<file path="config.mk">
export PLATFORM = sky130hd
export DESIGN_NAME = mem_arbiter
export DESIGN_NICKNAME = d
export VERILOG_FILES = /design/src/rtl/mem_arbiter.sv
export SDC_FILE = /design/constraint.sdc
export NUM_CORES = 1
export LEC_CHECK = 0
export CORE_UTILIZATION = 46
export CTS_BUF_LIST = sky130_fd_sc_hd__clkbuf_16
export DETAILED_ROUTE_END_ITERATION = 16
export GPL_TIMING_DRIVEN = 0
export PLACE_DENSITY = 0.86
export SLEW_MARGIN = 20
export SYNTH_ARGS = -nofsm -noshare
export SYNTH_HDL_FRONTEND = slang
export SYNTH_SLANG_ARGS = --single-unit
</file>
<file path="constraint.sdc">
create_clock -name ma_clk -period 4 [get_ports ma_clk]
set_input_delay 1 -clock ma_clk [delete_from_list [all_inputs] [get_ports ma_clk]]
set_output_delay 1 -clock ma_clk [all_outputs]
set_load 0.01 [all_outputs]
</file>
<file path="src/rtl/mem_arbiter.sv">
// Two-requester round-robin arbiter in front of a single-port word memory.
// One access in flight at a time; every access ends with ack (optionally err) to its requester.
module mem_arbiter #(
  parameter int AWIDTH  = 5,
  parameter int DWIDTH  = 32,
  parameter int TIMEOUT = 15
) (
  input  logic              ma_clk,
  input  logic              ma_rst,
  input  logic              r0_i_req,
  input  logic              r0_i_we,
  input  logic [AWIDTH-1:0] r0_i_addr,
  input  logic [DWIDTH-1:0] r0_i_data,
  input  logic [3:0]        r0_i_be,
  output logic [DWIDTH-1:0] r0_o_data,
  output logic              r0_o_ack,
  output logic              r0_o_err,
  input  logic              r1_i_req,
  input  logic              r1_i_we,
  input  logic [AWIDTH-1:0] r1_i_addr,
  input  logic [DWIDTH-1:0] r1_i_data,
  input  logic [3:0]        r1_i_be,
  output logic [DWIDTH-1:0] r1_o_data,
  output logic              r1_o_ack,
  output logic              r1_o_err,
  output logic              ma_o_cyc,
  output logic              ma_o_stb,
  output logic              ma_o_we,
  output logic [AWIDTH-1:0] ma_o_load_addr,
  output logic [AWIDTH-1:0] ma_o_store_addr,
  output logic [DWIDTH-1:0] ma_o_data,
  output logic [3:0]        ma_o_be,
  input  logic [DWIDTH-1:0] ma_i_read_data,
  input  logic              ma_i_ack,
  output logic [1:0]        dbg_state
);

  // Handshake: rN_i_req is a level held until the single-cycle rN_o_ack; fields are
  // captured at grant, so the requester may change them freely afterwards.
  localparam int CW = $clog2(TIMEOUT + 1);

  typedef enum logic [1:0] {
    ST_IDLE  = 2'd0,
    ST_ISSUE = 2'd1,
    ST_WAIT  = 2'd2,
    ST_DONE  = 2'd3
  } state_t;

  state_t            state_q, state_d;
  logic              gnt_q;
  logic              last_q;
  logic [AWIDTH-1:0] addr_q;
  logic [CW-1:0]     cnt_q;
  logic              sel;
  logic              grant;
  logic              done_ok;
  logic              done_abort;
  logic              finish;
  logic [DWIDTH-1:0] resp_data;

  assign dbg_state       = state_q;
  assign ma_o_load_addr  = addr_q;
  assign ma_o_store_addr = addr_q;
  assign finish          = done_ok | done_abort;
  assign resp_data       = (done_abort || ma_o_we) ? '0 : ma_i_read_data;

  always_comb begin
    state_d    = state_q;
    grant      = 1'b0;
    done_ok    = 1'b0;
    done_abort = 1'b0;
    sel        = 1'b0;
    // On a tie the requester that did not win last time is chosen.
    if (r0_i_req && r1_i_req) sel = ~last_q;
    else if (r1_i_req)        sel = 1'b1;
    case (state_q)
      ST_IDLE: begin
        if (r0_i_req || r1_i_req) begin
          state_d = ST_ISSUE;
          grant   = 1'b1;
        end
      end
      ST_ISSUE: state_d = ST_WAIT;
      ST_WAIT: begin
        if (ma_i_ack) begin
          state_d = ST_DONE;
          done_ok = 1'b1;
        end else if (cnt_q == CW'(TIMEOUT - 1)) begin
          state_d    = ST_DONE;
          done_abort = 1'b1;
        end
      end
      ST_DONE: state_d = ST_IDLE;
      default: state_d = ST_IDLE;
    endcase
  end

  always_ff @(posedge ma_clk or negedge ma_rst) begin
    if (!ma_rst) state_q <= ST_IDLE;
    else         state_q <= state_d;
  end

  always_ff @(posedge ma_clk or negedge ma_rst) begin
    if (!ma_rst) begin
      gnt_q     <= 1'b0;
      last_q    <= 1'b1;
      addr_q    <= '0;
      cnt_q     <= '0;
      ma_o_cyc  <= 1'b0;
      ma_o_stb  <= 1'b0;
      ma_o_we   <= 1'b0;
      ma_o_data <= '0;
      ma_o_be   <= '0;
      r0_o_ack  <= 1'b0;
      r0_o_err  <= 1'b0;
      r0_o_data <= '0;
      r1_o_ack  <= 1'b0;
      r1_o_err  <= 1'b0;
      r1_o_data <= '0;
    end else begin
      ma_o_cyc <= (state_d == ST_ISSUE) || (state_d == ST_WAIT);
      ma_o_stb <= (state_d == ST_ISSUE);
      r0_o_ack <= finish && !gnt_q;
      r0_o_err <= done_abort && !gnt_q;
      r1_o_ack <= finish && gnt_q;
      r1_o_err <= done_abort && gnt_q;
      if (finish && !gnt_q) r0_o_data <= resp_data;
      if (finish && gnt_q)  r1_o_data <= resp_data;
      if (grant) begin
        gnt_q     <= sel;
        last_q    <= sel;
        ma_o_we   <= sel ? r1_i_we   : r0_i_we;
        addr_q    <= sel ? r1_i_addr : r0_i_addr;
        ma_o_data <= sel ? r1_i_data : r0_i_data;
        ma_o_be   <= sel ? r1_i_be   : r0_i_be;
        cnt_q     <= '0;
      end else if (state_q == ST_WAIT) begin
        cnt_q <= cnt_q + 1'b1;
      end
    end
  end

endmodule

</file>
==> summary.md, run 1 <==
| Metric | Value |
|---|---|
| Status | finished, final reports clean |
| Die X | 112 um |
| Skew-Pair Late Insertion Delay | 410 ps |
| Initial Util | 0.481 |
| Mean area per synthesized cell | 10.7 sq um |
| Data required, critical path | 3000 ps |
| Vias in the first global route | 5333 |
| Worst-path clk slew | 50 ps |
| Worst-Margin Slew | 526 ps |
| Worst setup SP type | register |
| Part of the cycle the worst path needs | 0.628 |
| Vias per cell | 5.43 |
| DP Area | 8200 sq um |
| Highest ir drop seen on vdd | 0.000390 V |
| Slew HR | 0.650 |
| # nets final | 911 |
| HP Class | reg2reg |
| Cts hold-fix bufs | 0 |
| Cell Rows | 39 |
| First-pass GRT wire length | 27000 um |
| Max-cap viol count | 0 |
| Antenna fix cells | 0 |
| Hold Slack | 485 ps |
| RD Place Congestion | 0.844 |
| Kind of critical path | reg2out |
| Ys Warns | 0 |
| Leak | 3.77 nW |
| H-tree depth | 4 |
| Final setup fails | 0 |
| Initial antenna violation count | 0 |
| Mapped Nets | 652 |
| Crit-path slowest cell | clkdlybuf4s50_1 |
| Worst Setup End Kind | output pin |
| CTS tree | yes |
| Final Hold Viols | 0 |
| Layout cells sized above 1 | 0.0740 |
| IO Pins | 240 |
| Worst path cell trace | clkdlybuf4s50_1 |
| HPWL after DPL | 12200 um |
| #FFs+latches synth | 120 |
| Die area | 12600 sq um |
| Initial DRC Count | 331 |
| Final instance area | 8750 sq um |
| Cts bufs inserted | 17 |
| RSZ-0062 raised after global routing | false |
| Area of the mapped netlist | 5600 sq um |
| Core footprint | 11700 sq um |
| Grt ovf | 0 |
| Buf+Inv Stages, Crit Path | 1 |
| IO buf count | 239 |
| Crit path DAT | 1510 ps |
| Most frequent cells in the layout | clkdlybuf4s50_1, dfrtp_1, o21ai_0 |
| Area grow syn2layout | 56.1% |
| CP max stage delay | 600 ps |
| Worst Clk Skew | 6.89 ps |
| Root buf cell | clkbuf_16 |
| Crit-path leading delay family | buffers and inverters |
| Worst Path Max Fanout | 7 |
| Yosys cell types | 30 |
| Minimum clock period | 2510 ps |
| Most common cell after layout, fill and taps aside | clkdlybuf4s50_1 |
| Post-CTS Resized | 0 |
| DRC viols | 0 |
| FMAX | 0.398 GHz |
| DR vias | 5100 |
| Antenna Violating Nets Remaining | 0 |
| Deepest clock path buffer count | 2 |
| Detailed Route WL | 16800 um |
| Largest net degree at the start of global routing | 69 |
| Seq/Total Area, Yosys | 0.536 |
| Die height | 112 um |
| Final Max Tran Viols | 0 |
| Detailed Routing Iterations Pass 1 | 5 |
| CTS Sinks | 120 |
| DR WL/cell | 17.9 um |
| Fillers | 778 |
| Post-CTS setup buffers | 0 |
| Total GRT Usage | 0.277 |
| PwrDens | 737 nW/um^2 |
| Cells after synthesis | 525 |
Yosys cell counts (all sizes together):
master  number  area [sq um]
o31ai       32           240
clkbuf      20          75.1
xnor2        1          8.76
a21boi       1          11.3
a31oi        2          18.8
buf         27           245
xor2         2          17.5
dfrtp      119          2980
o21ai      107           536
a221oi       2          17.5
nor2b       32           200
o21a         1          7.51
nor3b        2          20.0
nand2       44           165
ha           6          75.1
a21oi        1          5.00
a22o         1          8.76
mux2i       75           751
nor2         7          26.3
inv         38           143
dfstp        1          26.3
nand4        2          18.8
nor3         2          10.0
worst reg2reg max path: stages, from the launching register on:
cell and delay [ps]:
dfrtp_1 410, inv_1 120, ha_1 160, buf_2 190
nand4_2 220, clkbuf_1 280, o21ai_0 350, mux2i_1 150
per-layer routing:
layer | wire length [um] | vias up | GRT usage
li1 | - | 2319 | -
met4 | 294 | 0 | 0.0960
met3 | 1440 | 29 | 0.0945
met1 | 6470 | 2499 | 0.311
met2 | 8610 | 253 | 0.491
met5 | 0 | - | 0
state kept, by name, indices dropped and copies added, names as in the netlist, 2 cells and up:
signal and cells:
ma_o_data 32, r0_o_data 32, cnt_q 4, dbg_state 2
ma_o_load_addr 5, ma_o_be 4, r1_o_data 32
final cells by class:
cell class,count,area [sq um],share of cell area
Clock inverter,15,119,0.0136
Inverter,38,143,0.0163
Timing Repair Buffer,240,2420,0.277
Sequential cell,120,3000,0.343
Clock buffer,17,425,0.0486
Multi-Input combinational cell,320,2140,0.244
Buffer,47,320,0.0366
Tap cell,143,179,0.0205
metrics by stage:
step / utilization / TNS (ps) / worst slack (ps) / cells / total power [mW]
6_report: 0.750 / 0 / 1490 / 940 / 6.45
4_1_cts: 0.750 / 0 / 1460 / 940 / 6.48
3_3_place_gp: 0.701 / -304700 / -2560 / 907 / 4.91
5_1_grt: 0.750 / 0 / 1430 / 940 / 6.84
2_1_floorplan: - / 0 / 2030 / 525 / 3.42
3_5_place_dp: 0.703 / 0 / 1120 / 908 / 5.03
kinds of logic after synthesis:
| logic type | share of synthesized area |
|---|---|
| mux | 0.134 |
| fa+ha+maj | 0.0134 |
| compound gates | 0.151 |
| xor+xnor | 0.00469 |
| simple gates | 0.0786 |
| buf+inv | 0.0826 |
| flops | 0.536 |
final timing paths:
kind,start,to,slack (ps),depth (start not counted)
max reg2reg,dbg_state[0],r0_o_data[8],1980,7
max,ma_o_we,ma_o_we,1490,1
min,ma_o_data[15],ma_o_data[15],480,2
min in group asynchronous,ma_rst,r1_o_data[27],530,1
max in group asynchronous,ma_rst,ma_o_load_addr[3],2750,2
min reg2reg,ma_o_data[15],ma_o_data[15],480,2
where the power goes:
group          internal, mW  total (mW)  leakage (nW)  switching, mW
sequential             1.76        2.11          1.51          0.344
combinational          1.54        2.93          1.99           1.39
clock                 0.892        1.41         0.276          0.520
(Power assumes the default switching activity.)
==> run 2, diff against run 1 <==
--- a/config.mk
+++ b/config.mk
@@ -5,11 +5,11 @@
 export SDC_FILE = /design/constraint.sdc
 export NUM_CORES = 1
 export LEC_CHECK = 0
-export CORE_UTILIZATION = 46
+export CORE_UTILIZATION = 43
 export CTS_BUF_LIST = sky130_fd_sc_hd__clkbuf_16
 export DETAILED_ROUTE_END_ITERATION = 16
 export GPL_TIMING_DRIVEN = 0
-export PLACE_DENSITY = 0.86
+export PLACE_DENSITY = 0.81
 export SLEW_MARGIN = 20
 export SYNTH_ARGS = -nofsm -noshare
 export SYNTH_HDL_FRONTEND = slang
==> constraint.sdc (replaced) <==
create_clock -name ma_clk -period 2.6 [get_ports ma_clk]
set_input_delay 0.65 -clock ma_clk [delete_from_list [all_inputs] [get_ports ma_clk]]
set_output_delay 0.65 -clock ma_clk [all_outputs]
set_load 0.01 [all_outputs]
==> run 2 against run 1 <==
Net effect:
- hold slack worse by 320 ps
- wire length decreased by 4.6%
- total power is 50% higher
- global-route usage is 3.4 points lower
- non-clock buffer count unchanged
- core utilization fell by 6.0 points
- die area up 6.8%
- largest power group unchanged
==> summary.md, run 2 (synthesis results as in run 1) <==
| Metric | Value |
|---|---|
| Most frequent cells in the layout | clkdlybuf4s50_1, dfrtp_1, o21ai_0 |
| Initial Util | 0.442 |
| Buf+Inv Stages, Crit Path | 1 |
| RR Endpoint | r0_o_data[25] |
| Detailed Route WL | 16000 um |
| Leak | 3.76 nW |
| RD Place Congestion | 0.830 |
| Top flop regs | ma_o_data x32, r0_o_data x32, r1_o_data x32 |
| Register Area | 3000 sq um |
| Kind of critical path | reg2out |
| Die area | 13500 sq um |
| IO Pins | 240 |
| Grt ovf | 0 |
| FMAX | 0.465 GHz |
| Post-CTS setup buffers | 0 |
| DR WL/cell | 16.6 um |
| CTS Sinks | 120 |
| Data required, critical path | 1950 ps |
| IO buf count | 239 |
| Worst Clk Skew | 9.56 ps |
| Total GRT Usage | 0.243 |
| Total power | 9.67 mW |
| CP max stage delay | 600 ps |
| Layout cells sized above 1 | 0.0754 |
| Part of the cycle the worst path needs | 0.828 |
| Initial antenna violation count | 0 |
| Worst Path Max Fanout | 7 |
| Startpoint of the worst-slack reg-to-reg timing path | dbg_state[0] |
| Highest ir drop seen on vdd | 0.000568 V |
| H-tree depth | 4 |
| Worst setup SP type | register |
| Multi-input gate area | 2140 sq um |
| Vias in the first global route | 5022 |
| Die height | 116 um |
| Max-cap viol count | 0 |
| Worst Setup End Kind | output pin |
| Detailed Routing Iterations Pass 1 | 4 |
| HPWL after DPL | 12200 um |
| Minimum clock period | 2150 ps |
| Area grow syn2layout | 55.9% |
| # nets final | 911 |
| Die X | 116 um |
| Status | finished, final reports clean |
| Reg2reg path depth | 7 |
| DP Area | 8240 sq um |
| Final instance area | 8740 sq um |
| Slew HR | 0.651 |
| Crit-path leading delay family | buffers and inverters |
| DR vias | 4913 |
| Worst path cell trace | clkdlybuf4s50_1 |
| Vias per cell | 5.08 |
| Final Max Tran Viols | 0 |
| CP Depth | 1 |
| Worst-Margin Slew | 524 ps |
| CTS tree | yes |
| Final setup fails | 0 |
| Root buf cell | clkbuf_16 |
| Antenna fix cells | 0 |
| Largest net degree at the start of global routing | 80 |
| Crit path DAT | 1500 ps |
| Most common cell after layout, fill and taps aside | clkdlybuf4s50_1 |
| Crit-path slowest cell | clkdlybuf4s50_1 |
| R2R setup slack | 600 ps |
| Fillers | 932 |
| Worst-path clk slew | 50 ps |
| First-pass GRT wire length | 24800 um |
| Core footprint | 12700 sq um |
| Skew-Pair Late Insertion Delay | 400 ps |
| Hold Slack | 164 ps |
| Final core utilization | 0.690 |
| Cts hold-fix bufs | 0 |
| Initial DRC Count | 243 |
| Cell Rows | 41 |
| DRC viols | 0 |
| RSZ-0062 raised after global routing | false |
| Final Hold Viols | 0 |
| PwrDens | 1110 nW/um^2 |
| Post-CTS Resized | 0 |
| Antenna Violating Nets Remaining | 0 |
| Deepest clock path buffer count | 2 |
| Cts bufs inserted | 17 |
| HP Class | in2async |
run 2: cell types whose count changed in the layout (fill, tap and decap cells not counted), sizes merged:
cell / previous run / this run
bufinv: 2 / 0
clkinv: 10 / 8
inv: 40 / 43
run 2: layout make-up:
cell class,count,share of cell area
Multi-Input combinational cell,320,0.245
Tap cell,172,0.0246
Timing Repair Buffer,240,0.277
Clock buffer,17,0.0487
Inverter,38,0.0163
Clock inverter,14,0.00845
Buffer,47,0.0366
Sequential cell,120,0.344
run 2: how the worst max path moves through the flow:
stage	startpoint	end	slack [ps]
after floorplan	cnt_q[0]	ma_o_cyc	940
after global placement	ma_rst	ma_o_data[5]	-3660
after detailed placement	ma_i_ack	ma_o_cyc	50
after CTS	ma_o_we	ma_o_we	440
after global routing	dbg_state[0]	r0_o_data[26]	360
final	ma_o_we	ma_o_we	450
run 2: metal layers:
metal | global-route usage | routed length, um | part of all wire | up-vias
li1 | - | - | - | 2310
met1 | 0.287 | 6400 | 0.40 | 2361
met2 | 0.421 | 7960 | 0.50 | 214
met3 | 0.0701 | 1320 | 0.083 | 28
met4 | 0.0932 | 361 | 0.023 | 0
met5 | 0 | 0 | 0 | -
run 2: through the flow:
stage / worst slack [ps] / std cells / TNS (ps)
global placement: -3660 / 936 / -437430
floorplan: 936 / 525 / 0
CTS: 440 / 968 / 0
global route: 363 / 968 / 0
finish: 448 / 968 / 0
detailed placement: 51.7 / 937 / 0
run 2: power breakdown:
part	total (mW)	switching [mW]	internal (mW)
registers	3.23	0.520	2.71
logic	4.45	2.08	2.37
clock network	1.99	0.804	1.18
==> run 3, diff against run 2 <==
==> constraint.sdc (replaced) <==
create_clock -name ma_clk -period 2.05 [get_ports ma_clk]
set_input_delay 0.5125 -clock ma_clk [delete_from_list [all_inputs] [get_ports ma_clk]]
set_output_delay 0.5125 -clock ma_clk [all_outputs]
set_load 0.01 [all_outputs]
==> run 3 against run 2 <==
Net effect:
- combinational power grew 27%
- critical path type unchanged
- total power grew 27%
- final area grew 0.26%
- via count is essentially flat
- register-to-register slack lost 450 ps
- global-route usage is the same
- sequential power grew 27%
- count of clock-buffer cells in the layout is the same
==> summary.md, run 3 (synthesis results as in run 1) <==
| Metric | Value |
|---|---|
| H-tree depth | 4 |
| Minimum clock period | 2010 ps |
| Initial Util | 0.442 |
| Detailed Routing Iterations Pass 1 | 4 |
| Antenna Violating Nets Remaining | 0 |
| Core footprint | 12700 sq um |
| Initial DRC Count | 273 |
| Final instance area | 8760 sq um |
| Worst path cell trace | clkdlybuf4s50_1 |
| Crit-path slowest cell | clkdlybuf4s50_1 |
| RD Place Congestion | 0.830 |
| Pre-CTS WS | -361 ps |
| FMAX | 0.498 GHz |
| Crit path DAT | 1500 ps |
| Most common cell after layout, fill and taps aside | clkdlybuf4s50_1 |
| Deepest clock path buffer count | 2 |
| Top flop regs | ma_o_data x32, r0_o_data x32, r1_o_data x32 |
| Final Hold Viols | 0 |
| Kind of critical path | reg2out |
| Skew-Pair Late Insertion Delay | 410 ps |
| Cts bufs inserted | 17 |
| Worst Clk Skew | 8.77 ps |
| Status | finished, final reports clean |
| Part of the cycle the worst path needs | 0.980 |
| Root buf cell | clkbuf_16 |
| Worst-path clk slew | 50 ps |
| Cts hold-fix bufs | 0 |
| Antenna fix cells | 0 |
| Hold Slack | 27.4 ps |
| Fillers | 927 |
| Worst Setup End Kind | output pin |
| Die area | 13500 sq um |
| Final setup fails | 0 |
| First-pass GRT wire length | 24800 um |
| HP Class | in2async |
| Buf+Inv Stages, Crit Path | 1 |
| Die height | 116 um |
| IO buf count | 239 |
| Most frequent cells in the layout | clkdlybuf4s50_1, dfrtp_1, mux2i_1 |
| # nets final | 911 |
| Data required, critical path | 1540 ps |
| Crit-path leading delay family | buffers and inverters |
| HPWL after DPL | 12200 um |
| Die X | 116 um |
| DR vias | 4915 |
| Largest net degree at the start of global routing | 80 |
| Slew HR | 0.650 |
| Worst setup SP type | register |
| CTS tree | yes |
| Initial antenna violation count | 0 |
| Worst-Margin Slew | 524 ps |
| Area grow syn2layout | 56.4% |
| Total GRT Usage | 0.243 |
| Layout cells sized above 1 | 0.0779 |
| DP Area | 8240 sq um |
| IO Pins | 240 |
| Vias per cell | 5.08 |
| PwrDens | 1400 nW/um^2 |
| Final Max Tran Viols | 0 |
| CP max stage delay | 600 ps |
| Vias in the first global route | 5022 |
| Setup WS post-layout | 41.9 ps |
| DR WL/cell | 16.5 um |
| Detailed Route WL | 16000 um |
| Cell Rows | 41 |
| Worst Path Max Fanout | 7 |
| Grt ovf | 0 |
| DRC viols | 0 |
| Highest ir drop seen on vdd | 0.000720 V |
| Leak | 3.77 nW |
| CTS Sinks | 120 |
| Max-cap viol count | 0 |
[run 3: final timing paths]
kind | from | slack, ps | depth (start not counted) | end
worst max-delay path | ma_o_we | 40 | 1 | ma_o_we
worst min-delay path | ma_rst | 30 | 1 | r1_o_data[0]
worst max register to register | dbg_state[0] | 150 | 7 | r1_o_data[14]
worst min register to register | ma_o_data[13] | 490 | 2 | ma_o_data[13]
max in group asynchronous | ma_rst | 1290 | 2 | last_q
min in group ma_clk | ma_o_data[13] | 490 | 2 | ma_o_data[13]
[run 3: cell type report]
class | instances | area, sq um | share of cell area
inverters | 38 | 143 | 0.0163
clock buffers | 17 | 425 | 0.0486
multi-input cells | 320 | 2150 | 0.246
repair buffers | 240 | 2420 | 0.276
clock inverters | 14 | 73.8 | 0.00842
flip-flops and latches | 120 | 3000 | 0.343
well taps | 172 | 215 | 0.0246
plain buffers | 47 | 325 | 0.0371
[run 3: through the flow]
stage | power, mW | setup TNS, ps | util | std cells
floorplan | 6.67 | 0 | - | 525
global placement | 9.59 | -499250 | 0.648 | 936
detailed placement | 9.80 | -14190 | 0.650 | 937
CTS | 12.4 | 0 | 0.690 | 968
global route | 13.1 | -0.315 | 0.692 | 968
finish | 12.3 | 0 | 0.692 | 968
[run 3: per-layer routing]
metal	vias up	GRT usage	wire [um]
li1	2313	-	-
met1	2358	0.287	6380
met2	220	0.421	8000
met3	24	0.0701	1290
met4	0	0.0932	329
met5	-	0	0
[run 3: what timing repair did]
item | CTS | global route
setup endpoints to repair | 0 | 45
gates resized for setup | 0 | 22
buffers inserted | 0 | 0
[run 3: power breakdown]
part / total [mW] / switching, mW / internal (mW) / leakage [nW]
registers: 4.11 / 0.669 / 3.44 / 1.51
clock network: 2.51 / 1.01 / 1.50 / 0.268
logic: 5.67 / 2.65 / 3.02 / 2.00
total: 12.3 / 4.33 / 7.96 / 3.77
